File: config.mk
export PLATFORM = sky130hd
export DESIGN_NAME = microcode_sequencer
export DESIGN_NICKNAME = d
export VERILOG_FILES = /design/src/rtl/microcode_sequencer.sv
export SDC_FILE = /design/constraint.sdc
export NUM_CORES = 1
export LEC_CHECK = 0
export CAP_MARGIN = 20
export CORE_MARGIN = 1
export CORE_UTILIZATION = 39
export CTS_CLUSTER_DIAMETER = 120
export DETAILED_ROUTE_END_ITERATION = 8
export PLACE_DENSITY = 0.81
export SYNTH_ARGS = -nofsm -noshare
export SYNTH_HDL_FRONTEND = slang
export SYNTH_SLANG_ARGS = --single-unit
File: constraint.sdc
create_clock -name clk -period 2.3 [get_ports clk]
set_input_delay 0.345 -clock clk [delete_from_list [all_inputs] [get_ports clk]]
set_output_delay 0.345 -clock clk [all_outputs]
set_load 0.01 [all_outputs]
File: src/rtl/microcode_sequencer.sv
`default_nettype none
// ============================================================================
// Module      : microcode_sequencer
// Description : Fetches opcode / 0xCB prefix / immediate bytes over a
//               byte-wide read handshake, presents the opcode to the microcode
//               decoder and steps through the execute cycles described by the
//               control word it returns.
// Revision    : 1.0 - initial release
// ============================================================================
module microcode_sequencer #(
    parameter logic [15:0] RESET_PC = 16'h0000,
    parameter int          STEP_MSB = 59,
    parameter int          IMM1_BIT = 56,
    parameter int          IMM2_BIT = 55,
    parameter int          HALT_BIT = 54
) (
    input  logic        clk,
    input  logic        rst,
    input  logic [59:0] control_signals,
    input  logic [7:0]  mem_rdata,
    input  logic        mem_ready,
    input  logic        pc_load,
    input  logic [15:0] pc_load_value,
    input  logic        irq_pending,
    output logic [7:0]  opcode,
    output logic        cb_prefix,
    output logic [15:0] mem_addr,
    output logic        mem_rd,
    output logic [15:0] imm,
    output logic [2:0]  step,
    output logic        exec_valid,
    output logic [15:0] pc,
    output logic        halted
);

    typedef enum logic [2:0] {
        S_FETCH  = 3'd0,
        S_PREFIX = 3'd1,
        S_DECODE = 3'd2,
        S_IMM_LO = 3'd3,
        S_IMM_HI = 3'd4,
        S_EXEC   = 3'd5,
        S_HALT   = 3'd6
    } state_t;

    localparam logic [7:0] c_CB_BYTE = 8'hCB;

    state_t      r_state;
    logic [15:0] r_pc;
    logic [7:0]  r_opcode;
    logic        r_cb_prefix;
    logic [15:0] r_imm;
    logic [2:0]  r_step;
    logic        r_exec_valid;
    logic        r_mem_rd;
    logic        r_halted;

    logic        w_accept;
    logic [15:0] w_pc_inc;
    logic        w_last_step;
    logic        w_imm1;
    logic        w_imm2;
    logic        w_halt;
    logic        w_unused_ctrl;

    // A read completes only while a request is actually outstanding
    assign w_accept      = r_mem_rd & mem_ready;
    assign w_pc_inc      = r_pc + 16'd1;
    assign w_last_step   = (r_step == control_signals[STEP_MSB -: 3]);
    assign w_imm1        = control_signals[IMM1_BIT];
    assign w_imm2        = control_signals[IMM2_BIT];
    assign w_halt        = control_signals[HALT_BIT];
    assign w_unused_ctrl = ^control_signals;

    // Sequencer FSM: every output is a register updated alongside the state
    always_ff @(posedge clk or posedge rst) begin
        if (rst) begin
            r_state      <= S_FETCH;
            r_pc         <= RESET_PC;
            r_opcode     <= 8'h00;
            r_cb_prefix  <= 1'b0;
            r_imm        <= 16'h0000;
            r_step       <= 3'd0;
            r_exec_valid <= 1'b0;
            r_mem_rd     <= 1'b0;
            r_halted     <= 1'b0;
        end else begin
            case (r_state)
                S_FETCH: begin
                    // Request line comes up one cycle after reset release
                    if (!r_mem_rd) begin
                        r_mem_rd <= 1'b1;
                    end else if (mem_ready) begin
                        r_pc <= w_pc_inc;
                        if (mem_rdata == c_CB_BYTE && !r_cb_prefix) begin
                            r_cb_prefix <= 1'b1;
                            r_state     <= S_PREFIX;
                        end else begin
                            r_opcode <= mem_rdata;
                            r_mem_rd <= 1'b0;
                            r_state  <= S_DECODE;
                        end
                    end
                end
                S_PREFIX: begin
                    if (w_accept) begin
                        r_pc     <= w_pc_inc;
                        r_opcode <= mem_rdata;
                        r_mem_rd <= 1'b0;
                        r_state  <= S_DECODE;
                    end
                end
                S_DECODE: begin
                    // Control word has settled for the new opcode
                    if (w_imm1) begin
                        r_mem_rd <= 1'b1;
                        r_state  <= S_IMM_LO;
                    end else begin
                        r_step       <= 3'd0;
                        r_exec_valid <= 1'b1;
                        r_state      <= S_EXEC;
                    end
                end
                S_IMM_LO: begin
                    if (w_accept) begin
                        r_pc        <= w_pc_inc;
                        r_imm[7:0]  <= mem_rdata;
                        if (w_imm2) begin
                            r_state <= S_IMM_HI;
                        end else begin
                            r_mem_rd     <= 1'b0;
                            r_step       <= 3'd0;
                            r_exec_valid <= 1'b1;
                            r_state      <= S_EXEC;
                        end
                    end
                end
                S_IMM_HI: begin
                    if (w_accept) begin
                        r_pc         <= w_pc_inc;
                        r_imm[15:8]  <= mem_rdata;
                        r_mem_rd     <= 1'b0;
                        r_step       <= 3'd0;
                        r_exec_valid <= 1'b1;
                        r_state      <= S_EXEC;
                    end
                end
                S_EXEC: begin
                    if (w_last_step) begin
                        // Jump requests only count on the final step
                        if (pc_load) begin
                            r_pc <= pc_load_value;
                        end
                        r_cb_prefix  <= 1'b0;
                        r_step       <= 3'd0;
                        r_exec_valid <= 1'b0;
                        if (w_halt) begin
                            r_halted <= 1'b1;
                            r_state  <= S_HALT;
                        end else begin
                            r_mem_rd <= 1'b1;
                            r_state  <= S_FETCH;
                        end
                    end else begin
                        r_step <= r_step + 3'd1;
                    end
                end
                S_HALT: begin
                    if (irq_pending) begin
                        r_halted <= 1'b0;
                        r_mem_rd <= 1'b1;
                        r_state  <= S_FETCH;
                    end
                end
                default: begin
                    r_mem_rd     <= 1'b0;
                    r_exec_valid <= 1'b0;
                    r_halted     <= 1'b0;
                    r_state      <= S_FETCH;
                end
            endcase
        end
    end

    assign opcode     = r_opcode;
    assign cb_prefix  = r_cb_prefix;
    assign mem_addr   = r_pc;
    assign mem_rd     = r_mem_rd;
    assign imm        = r_imm;
    assign step       = r_step;
    assign exec_valid = r_exec_valid;
    assign pc         = r_pc;
    assign halted     = r_halted;

endmodule
`default_nettype wire

Word-level counts from Yosys, hierarchy flattened
Index checks and enable logic that the tools add are counted.
{"block": "op_classes", "n_bitwise": 3, "eq_ne": 25, "mux": 54, "n_reduce_logical": 21, "add_sub_neg": 2}
{"operator": "$mux 16", "n": 5}
{"operator": "$pmux 16 s3", "n": 1}
{"operator": "$mux 3", "n": 14}
{"operator": "$mux 8", "n": 4}
{"operator": "$ne 2x2->1 const B", "n": 15}
{"operator": "$mux 1", "n": 22}
{"operator": "$pmux 3 s7", "n": 1}
{"operator": "$add 16x1->16 const B", "n": 1}
{"operator": "$pmux 8 s2", "n": 1}
{"operator": "$reduce_and 5->1", "n": 3}
{"operator": "$reduce_and 7->1", "n": 2}
{"operator": "$pmux 3 s4", "n": 1}
{"operator": "$reduce_and 6->1", "n": 2}
{"operator": "$eq 3x3->1 const B", "n": 3}
{"operator": "$eq 8x8->1 const B", "n": 1}
{"operator": "$eq 3x2->1 const B", "n": 2}
{"operator": "$pmux 1 s6", "n": 1}
{"operator": "$reduce_or 3->1", "n": 2}
{"operator": "$pmux 1 s5", "n": 1}
{"operator": "$reduce_or 5->1", "n": 1}
{"operator": "$ne 2x1->1 const B", "n": 2}
{"operator": "$reduce_and 2->1", "n": 2}
{"operator": "$reduce_and 4->1", "n": 1}
{"operator": "$reduce_bool 2->1", "n": 2}
{"operator": "14 further kinds", "n": 15}
{"block": "totals", "in_bits": 89, "elab_cells": 115, "register_bits": 50, "output_inout_bits": 63}

Longest topological paths before layout
Gate-level depths: netlist of run 1.
{"block": "depth", "ltp_word": 6, "depth_mapped": 8, "ltp_nobuf": 6}

Worst setup path before layout of run 1
OpenSTA, ideal clock, no wires.
{"block": "synth_path", "kind": "register -> register", "startpoint": "register r_step[1], in the netlist step[1]", "endpoint": "register r_mem_rd, in the netlist mem_rd", "setup_time_ps": 125, "setup_slack_ps": 562, "t_required_ps": 2175, "arrival_ps": 1614, "stages_incl_launch_ff": 6, "n_path_buf": 0, "cell_sequence": "dfrtp_1 > xor2_1 > nor3_2 > nand2_1 > a222oi_1 > mux2_2"}
{"block": "synth_via", "elab_chain_cells": 3}
{"element": "from (decl)", "line": "53", "rtl": "logic [2:0] r_step;"}
{"element": "from (signal assigned)", "line": "165", "rtl": "r_step <= r_step + 3'd1;"}
{"element": "$eq 3x3->1", "line": "69", "rtl": "assign w_last_step = (r_step == control_signals[STEP_MSB -: 3]);"}
{"element": "$ne 2x2->1 (no line)"}
{"element": "$reduce_and 7->1 (no line)"}
{"element": "to (signal assigned)", "line": "85", "rtl": "r_mem_rd <= 1'b0;"}
{"element": "to (signal assigned)", "line": "92", "rtl": "r_mem_rd <= 1'b1;"}
{"element": "to (signal assigned)", "line": "100", "rtl": "r_mem_rd <= 1'b0;"}
{"element": "to (decl)", "line": "55", "rtl": "logic r_mem_rd;"}
No other way between the ends.
A chain may end at the register's enable or synchronous reset.

Worst setup path after layout of run 1
{"block": "layout_path", "startpoint": "input control_signals[58]", "endpoint": "register r_pc[10], in the netlist mem_addr[10]"}
{"block": "layout_via", "elab_chain_cells": 3}
{"element": "from (decl)", "line": "19", "rtl": "input logic [59:0] control_signals,"}
{"element": "$eq 3x3->1", "line": "69"}
{"element": "$ne 2x2->1 (no line)"}
{"element": "$reduce_and 6->1 (no line)"}
{"element": "to (signal assigned)", "line": "94", "rtl": "r_pc <= w_pc_inc;"}
{"element": "to (signal assigned)", "line": "107", "rtl": "r_pc <= w_pc_inc;"}
{"element": "to (signal assigned)", "line": "126", "rtl": "r_pc <= w_pc_inc;"}
{"element": "to (decl)", "line": "49", "rtl": "logic [15:0] r_pc;"}
No other way between the ends.

==> impl_metrics.yaml, run 1 <==
pwr:
  p_int_mw: 3.21
  switchingPower_mw: 2.03
  peakVddDrop_v: 0.000700
  clockPowerShare_pct: 10.5
  power_frac_comb_pct: 56.6
  power_density_nw_per_um2: 1330
  power_mw: 5.24
  seqPwrFrac_pct: 32.9
  p_sw_share_pct: 38.7
  cellLeakagePower_nw: 1.64
placed_design:
  place_hpwl_mm: 5.08
  portBuffers: 97
  gp_congestion: 0.893
detailed_routing:
  drtPass1Iterations: 4
  drt_iter0_drc: 101
  drc_errors: 0
  wl_met3_um: 388
  routed_wl_mm: 6.99
  final_antenna_net_count: 0
  vias: 2474
  wl_met2_mm: 3.55
  routed_via_density: 5.33
  wl_met1_mm: 3.02
  top_layer_used: "met4"
  avgRoutedWirePerCell_um: 15.1
floorplanning:
  fp.coreArea_um2: 6870
  rows: 30
  initial_core_util_pct: 40.6
  die_w_um: 86.6
  boundaryPins: 152
  design.die.area_um2: 7500
  die_h_um: 86.6
clock_network:
  clock_sinks: 50
  cts_setup_buffers: 0
  path_clk_slew_ns: 0.10
  cts_resized: 0
  cts-root-buf: "clkbuf_8"
  clockBufferDepth: 2
  worstSkewPairLatency_ns: 0.30
  hold_buffers: 0
  cts_buffers: 5
  cts_tree: "yes"
  cts.htree.levels: 2
critical_path:
  required_ns: 2.51
  cp.arrival_ns: 2.20
  ff2ff_setup_slack_ns: 0.38
  critPathLaunchType: "input port"
  critPathMaxFanout: 10
  crit_path_end_kind: "flip-flop"
  path_class: "in2reg"
min_path:
  hp-class: "in2async"
synth:
  synth_seq_area_share_pct: 44.8
  synth_area_per_cell_um2: 10.1
  yosys_register_bits: 50
  ys_warn_count: 0
  synth_top_cell_area_share_pct: 44.8
  synth_edf_count: 0
  yosysTopAreaCell: "dfrtp_1"
  syn_nets: 368
  ys_async_sr_fraction_pct: 100
  ys_types: 49
  netlist_area_um2: 2790
  syn_inst: 277
  synthFlopType: "dfrtp_1"
  yosys-top-cells-area: "dfrtp_1 (45%), mux2_2 (10%), buf_4 (4.6%), a21oi_1 (3.9%), nand2_1 (3.8%)"
sta:
  fin_crit_ns: 1.99
  tightest_slew_ns: 0.717
  drv_slew: 0
  hold_viol_final: 0
  setup_violations: 0
  finClkSkew_ns: 0.0108
  timing.setup.tns_ns: 0
  fmax_ghz: 0.502
  post-route-period-util_pct: 86.7
  relSlewSlack_pct: 52.1
  rsz0062_at_grt: "no"
run:
  max_cap_viol_count: 0
layout:
  post_route_cells_drive_above_1_share_pct: 17.1
  n_fill_cell: 597
  antenna_cells: 0
  area_delta_synth_final_pct: 41.6
  fin_nets: 458
grt:
  grt_max_degree: 37
  grt_pass1_wl_mm: 11.3
  globalRouteTotalUtil_pct: 19.1
  grt_pass1_vias: 2385
  antenna_found_initial: 0
  gr-total-overflow: 0
outcome:
  status: "completed"
## state kept, by name, indices dropped and copies added, names as in the netlist, 3 cells and up
register,flops
imm,16
opcode,8
mem_addr,16
r_state,3
step,3
## worst max-delay path, stage by stage
cell and delay (ns):
clkdlybuf4s50_1 0.47, xor2_1 0.29, nor4_1 0.14, a211oi_2 0.59, a21oi_1 0.11, o2bb2a_4 0.25
## worst paths after layout
check                      cells past startpoint                     from                  endpoint
setup / recovery                               6      control_signals[58]  mem_addr[10]$_DFFE_PP0P_
max in group asynchronous                      3                      rst    r_state[1]$_DFFE_PP0P_
setup reg to reg                               6  mem_addr[0]$_DFFE_PP0P_  mem_addr[10]$_DFFE_PP0P_
min in group clk                               1      imm[12]$_DFFE_PP0P_       imm[12]$_DFFE_PP0P_
hold reg to reg                                1      imm[12]$_DFFE_PP0P_       imm[12]$_DFFE_PP0P_
hold / removal                                 2                      rst   mem_addr[5]$_DFFE_PP0P_
## per-stage QoR
stage	utilization, %	instance area (um^2)	cells	setup slack [ns]	hold slack, ns
after detailed placement	56.1	3850	456	-0.0438	0.493
after CTS	57.5	3950	464	0.277	0.391
final	57.5	3950	464	0.306	0.386
after global placement	56.1	3850	456	0.00974	0.489
after floorplan	-	2790	277	0.562	0.493
after global routing	57.5	3950	464	0.179	0.405
## cell families after synthesis
kind of cell | synth area share, %
XOR/XNOR | 0.942
AO/OA/AOI/OAI | 20.3
buffers and inverters | 7.71
adder cells (fa/ha/maj) | 0.897
AND/OR/NAND/NOR | 14.2
multiplexers | 11.2
flip-flops | 44.8
## power by group through the flow
stage / Sequential [mW] / Clock, mW / Combinational [mW]
floorplan: 1.82 / 0 / 1.56
global placement: 1.71 / 0 / 2.90
detailed placement: 1.74 / 0 / 2.98
CTS: 1.72 / 0.565 / 2.99
global route: 1.79 / 0.607 / 3.20
finish: 1.72 / 0.549 / 2.97
## cells in the mapped netlist, types with 3 or more instances
| cell type | instances |
|---|---|
| xor2_1 | 3 |
| buf_2 | 9 |
| mux2_2 | 25 |
| a22o_1 | 5 |
| a2bb2oi_1 | 5 |
| o22ai_1 | 10 |
| nand2b_1 | 3 |
| inv_1 | 5 |
| nand2_1 | 28 |
| and3_1 | 3 |
| o21ai_0 | 20 |
| dfrtp_1 | 50 |
| buf_4 | 17 |
| nor2_1 | 9 |
| mux2i_1 | 3 |
| nand3_1 | 9 |
| a21oi_1 | 22 |
| a31oi_1 | 4 |
| nor3_1 | 4 |
| clkbuf_1 | 4 |
## cells in the final DEF (no fill, tap or decap), types with 2 or more instances in the layout
master	instances
o22ai_1	10
nand4_1	2
o22a_1	2
a31oi_1	4
ha_1	2
inv_2	2
a31o_2	2
nor2b_1	2
a21oi_1	22
and4_1	2
a22o_1	5
buf_4	14
clkinv_4	2
nor4_1	2
and3_1	3
nand2b_1	3
dfrtp_1	50
nor3_2	2
xor2_1	3
clkdlybuf4s50_1	97
nand2_1	28
o21ai_0	20
nor2_1	9
inv_1	4
o2bb2a_4	2
clkbuf_8	5
nor3_1	4
nand3_1	9
buf_12	3
mux2i_1	3
a2bb2oi_1	5
a21o_1	2
mux2_2	25
## layout make-up
cell class              instances  area [um^2]  share of cell area (%)
inverters                       6         22.5                   0.570
multi-input cells             190         1320                    33.5
repair buffers                114         1140                    28.8
clock buffers                   5         68.8                    1.74
flip-flops and latches         50         1250                    31.7
well taps                      96          120                    3.04
clock inverters                 3         28.8                   0.728
## routing by layer
layer  up-vias  GRT usage [%]
li1       1183              -
met3         4           3.33
met5         -              0
met1      1201           25.1
met4         0           4.24
met2        86           33.2
No activity file was read; power rests on OpenSTA's default activity.
==> inputs of run 2 (changes only) <==
CTS_CLUSTER_DIAMETER = 40   (was 120)
SETUP_SLACK_MARGIN = 0.05   (was not set)
clock period = 2.2 ns   (was 2.3 ns; I/O delays follow)
==> run 2 against run 1 <==
  * Combinational power rose by 5%
  * Power rose by 5.5%
  * Setup slack got worse by 0.080 ns
  * Non-clock buffer count rose by 5
  * Global-route usage fell by 0.076 points
  * Cell area rose by 1.1%
  * First-iteration DRC count fell by 2.0%
  * Critical endpoint unchanged
  * Largest cell class unchanged
  * Largest power group unchanged
  * Highest routed layer unchanged
==> impl_metrics.yaml, run 2 (same netlist as run 1, synthesis figures left out) <==
outcome:
  status: "completed"
critical_path:
  critPathMaxFanout: 10
  required_ns: 2.40
  r2r_start: "r_state[2]$_DFFE_PP0P_"
  ff2ff_setup_slack_ns: 0.27
  r2r_cells: 6
  critPathLaunchType: "input port"
  cp-endpoint: "mem_addr[10]$_DFFE_PP0P_"
  crit_start: "control_signals[58]"
  path_class: "in2reg"
  crit_path_end_kind: "flip-flop"
  timing.rr.end: "mem_addr[7]$_DFFE_PP0P_"
  cp.arrival_ns: 2.17
floorplanning:
  initial_core_util_pct: 40.6
  fp.coreArea_um2: 6870
  design.die.area_um2: 7500
  rows: 30
  die_w_um: 86.6
  die_h_um: 86.6
  boundaryPins: 152
detailed_routing:
  final_antenna_net_count: 0
  drt_iter0_drc: 99
  routed_via_density: 5.28
  drtPass1Iterations: 4
  avgRoutedWirePerCell_um: 14.9
  routed_wl_mm: 7.00
  drc_errors: 0
  vias: 2478
placed_design:
  portBuffers: 97
  gp_congestion: 0.843
  place_area_um2: 3890
  placed_cells: 461
  place_ws_ns: -0.118
  place_hpwl_mm: 5.08
layout:
  fin_nets: 463
  final_cells: 469
  final_cell_mix: "clkdlybuf4s50_1 (97), dfrtp_1 (50), nand2_1 (28)"
  layout_commonest_cell: "clkdlybuf4s50_1"
  utilization_pct: 58.2
  area_delta_synth_final_pct: 43.2
  n_fill_cell: 605
  antenna_cells: 0
  post_route_cells_drive_above_1_share_pct: 18.2
  post-route-cell-area_um2: 4000
clock_network:
  cts_resized: 0
  cts_setup_buffers: 0
  cts_buffers: 5
  clock_sinks: 50
  cts_tree: "yes"
  hold_buffers: 0
  clockBufferDepth: 2
  worstSkewPairLatency_ns: 0.30
  path_clk_slew_ns: 0.10
  cts-root-buf: "clkbuf_8"
  cts.htree.levels: 2
grt:
  grt_pass1_wl_mm: 11.3
  antenna_found_initial: 0
  grt_max_degree: 51
  gr-total-overflow: 0
  grt_pass1_vias: 2362
  globalRouteTotalUtil_pct: 19.1
sta:
  fin_ws_ns: 0.227
  setup_violations: 0
  finClkSkew_ns: 0.0131
  tightest_slew_ns: 0.706
  drv_slew: 0
  relSlewSlack_pct: 52.9
  fmax_ghz: 0.507
  timing.setup.tns_ns: 0
  hold_viol_final: 0
  post-route-period-util_pct: 89.7
  fin_crit_ns: 1.97
  rsz0062_at_grt: "no"
run:
  max_cap_viol_count: 0
pwr:
  power_density_nw_per_um2: 1380
  peakVddDrop_v: 0.000547
  cellLeakagePower_nw: 1.66
min_path:
  hp-class: "in2async"
## run 2: metal layers
metal / part of all wire [%] / track usage [%] / wire length, um
met1: 44 / 25.2 / 3070
met2: 50 / 32.5 / 3510
met3: 5.1 / 3.62 / 359
met4: 0.89 / 4.09 / 62
met5: 0 / 0 / 0
## run 2: area by class of cell
class                      count  area (um^2)  share of cell area, %
multi-input combinational    190         1320                   33.1
sequential                    50         1250                   31.3
timing repair buffer         119         1170                   29.4
tap                           96          120                   3.01
clock buffer                   7         96.3                   2.41
inverter                       6         22.5                  0.564
clock inverter                 1         8.76                  0.219
## run 2: critical path, stage by stage
cell and delay (ns):
clkdlybuf4s50_1 0.47, xor2_1 0.29, nor4_1 0.14, a211oi_2 0.58, a21oi_1 0.11, o2bb2a_4 0.25
## run 2: worst min-delay path by stage
stage / from / endpoint
2_1_floorplan: pc_load_value[1] / mem_addr[1]$_DFFE_PP0P_
3_3_place_gp: opcode[7]$_DFFE_PP0P_ / opcode[7]$_DFFE_PP0P_
3_5_place_dp: opcode[6]$_DFFE_PP0P_ / opcode[6]$_DFFE_PP0P_
4_1_cts: rst / mem_addr[2]$_DFFE_PP0P_
5_1_grt: rst / opcode[1]$_DFFE_PP0P_
6_report: rst / mem_addr[2]$_DFFE_PP0P_
## run 2: through the flow
step	power, mW	hold WS [ns]
6_report	5.53	0.397
5_1_grt	5.92	0.420
4_1_cts	5.58	0.405
3_5_place_dp	4.96	0.492
3_3_place_gp	4.85	0.489
2_1_floorplan	3.54	0.478
## run 2: power breakdown
part | internal (mW) | leakage (nW) | switching, mW | total, mW
clock | 0.289 | 0.0544 | 0.301 | 0.590
sequential | 1.36 | 0.614 | 0.449 | 1.81
combinational | 1.79 | 0.995 | 1.34 | 3.13
total | 3.44 | 1.66 | 2.09 | 5.53
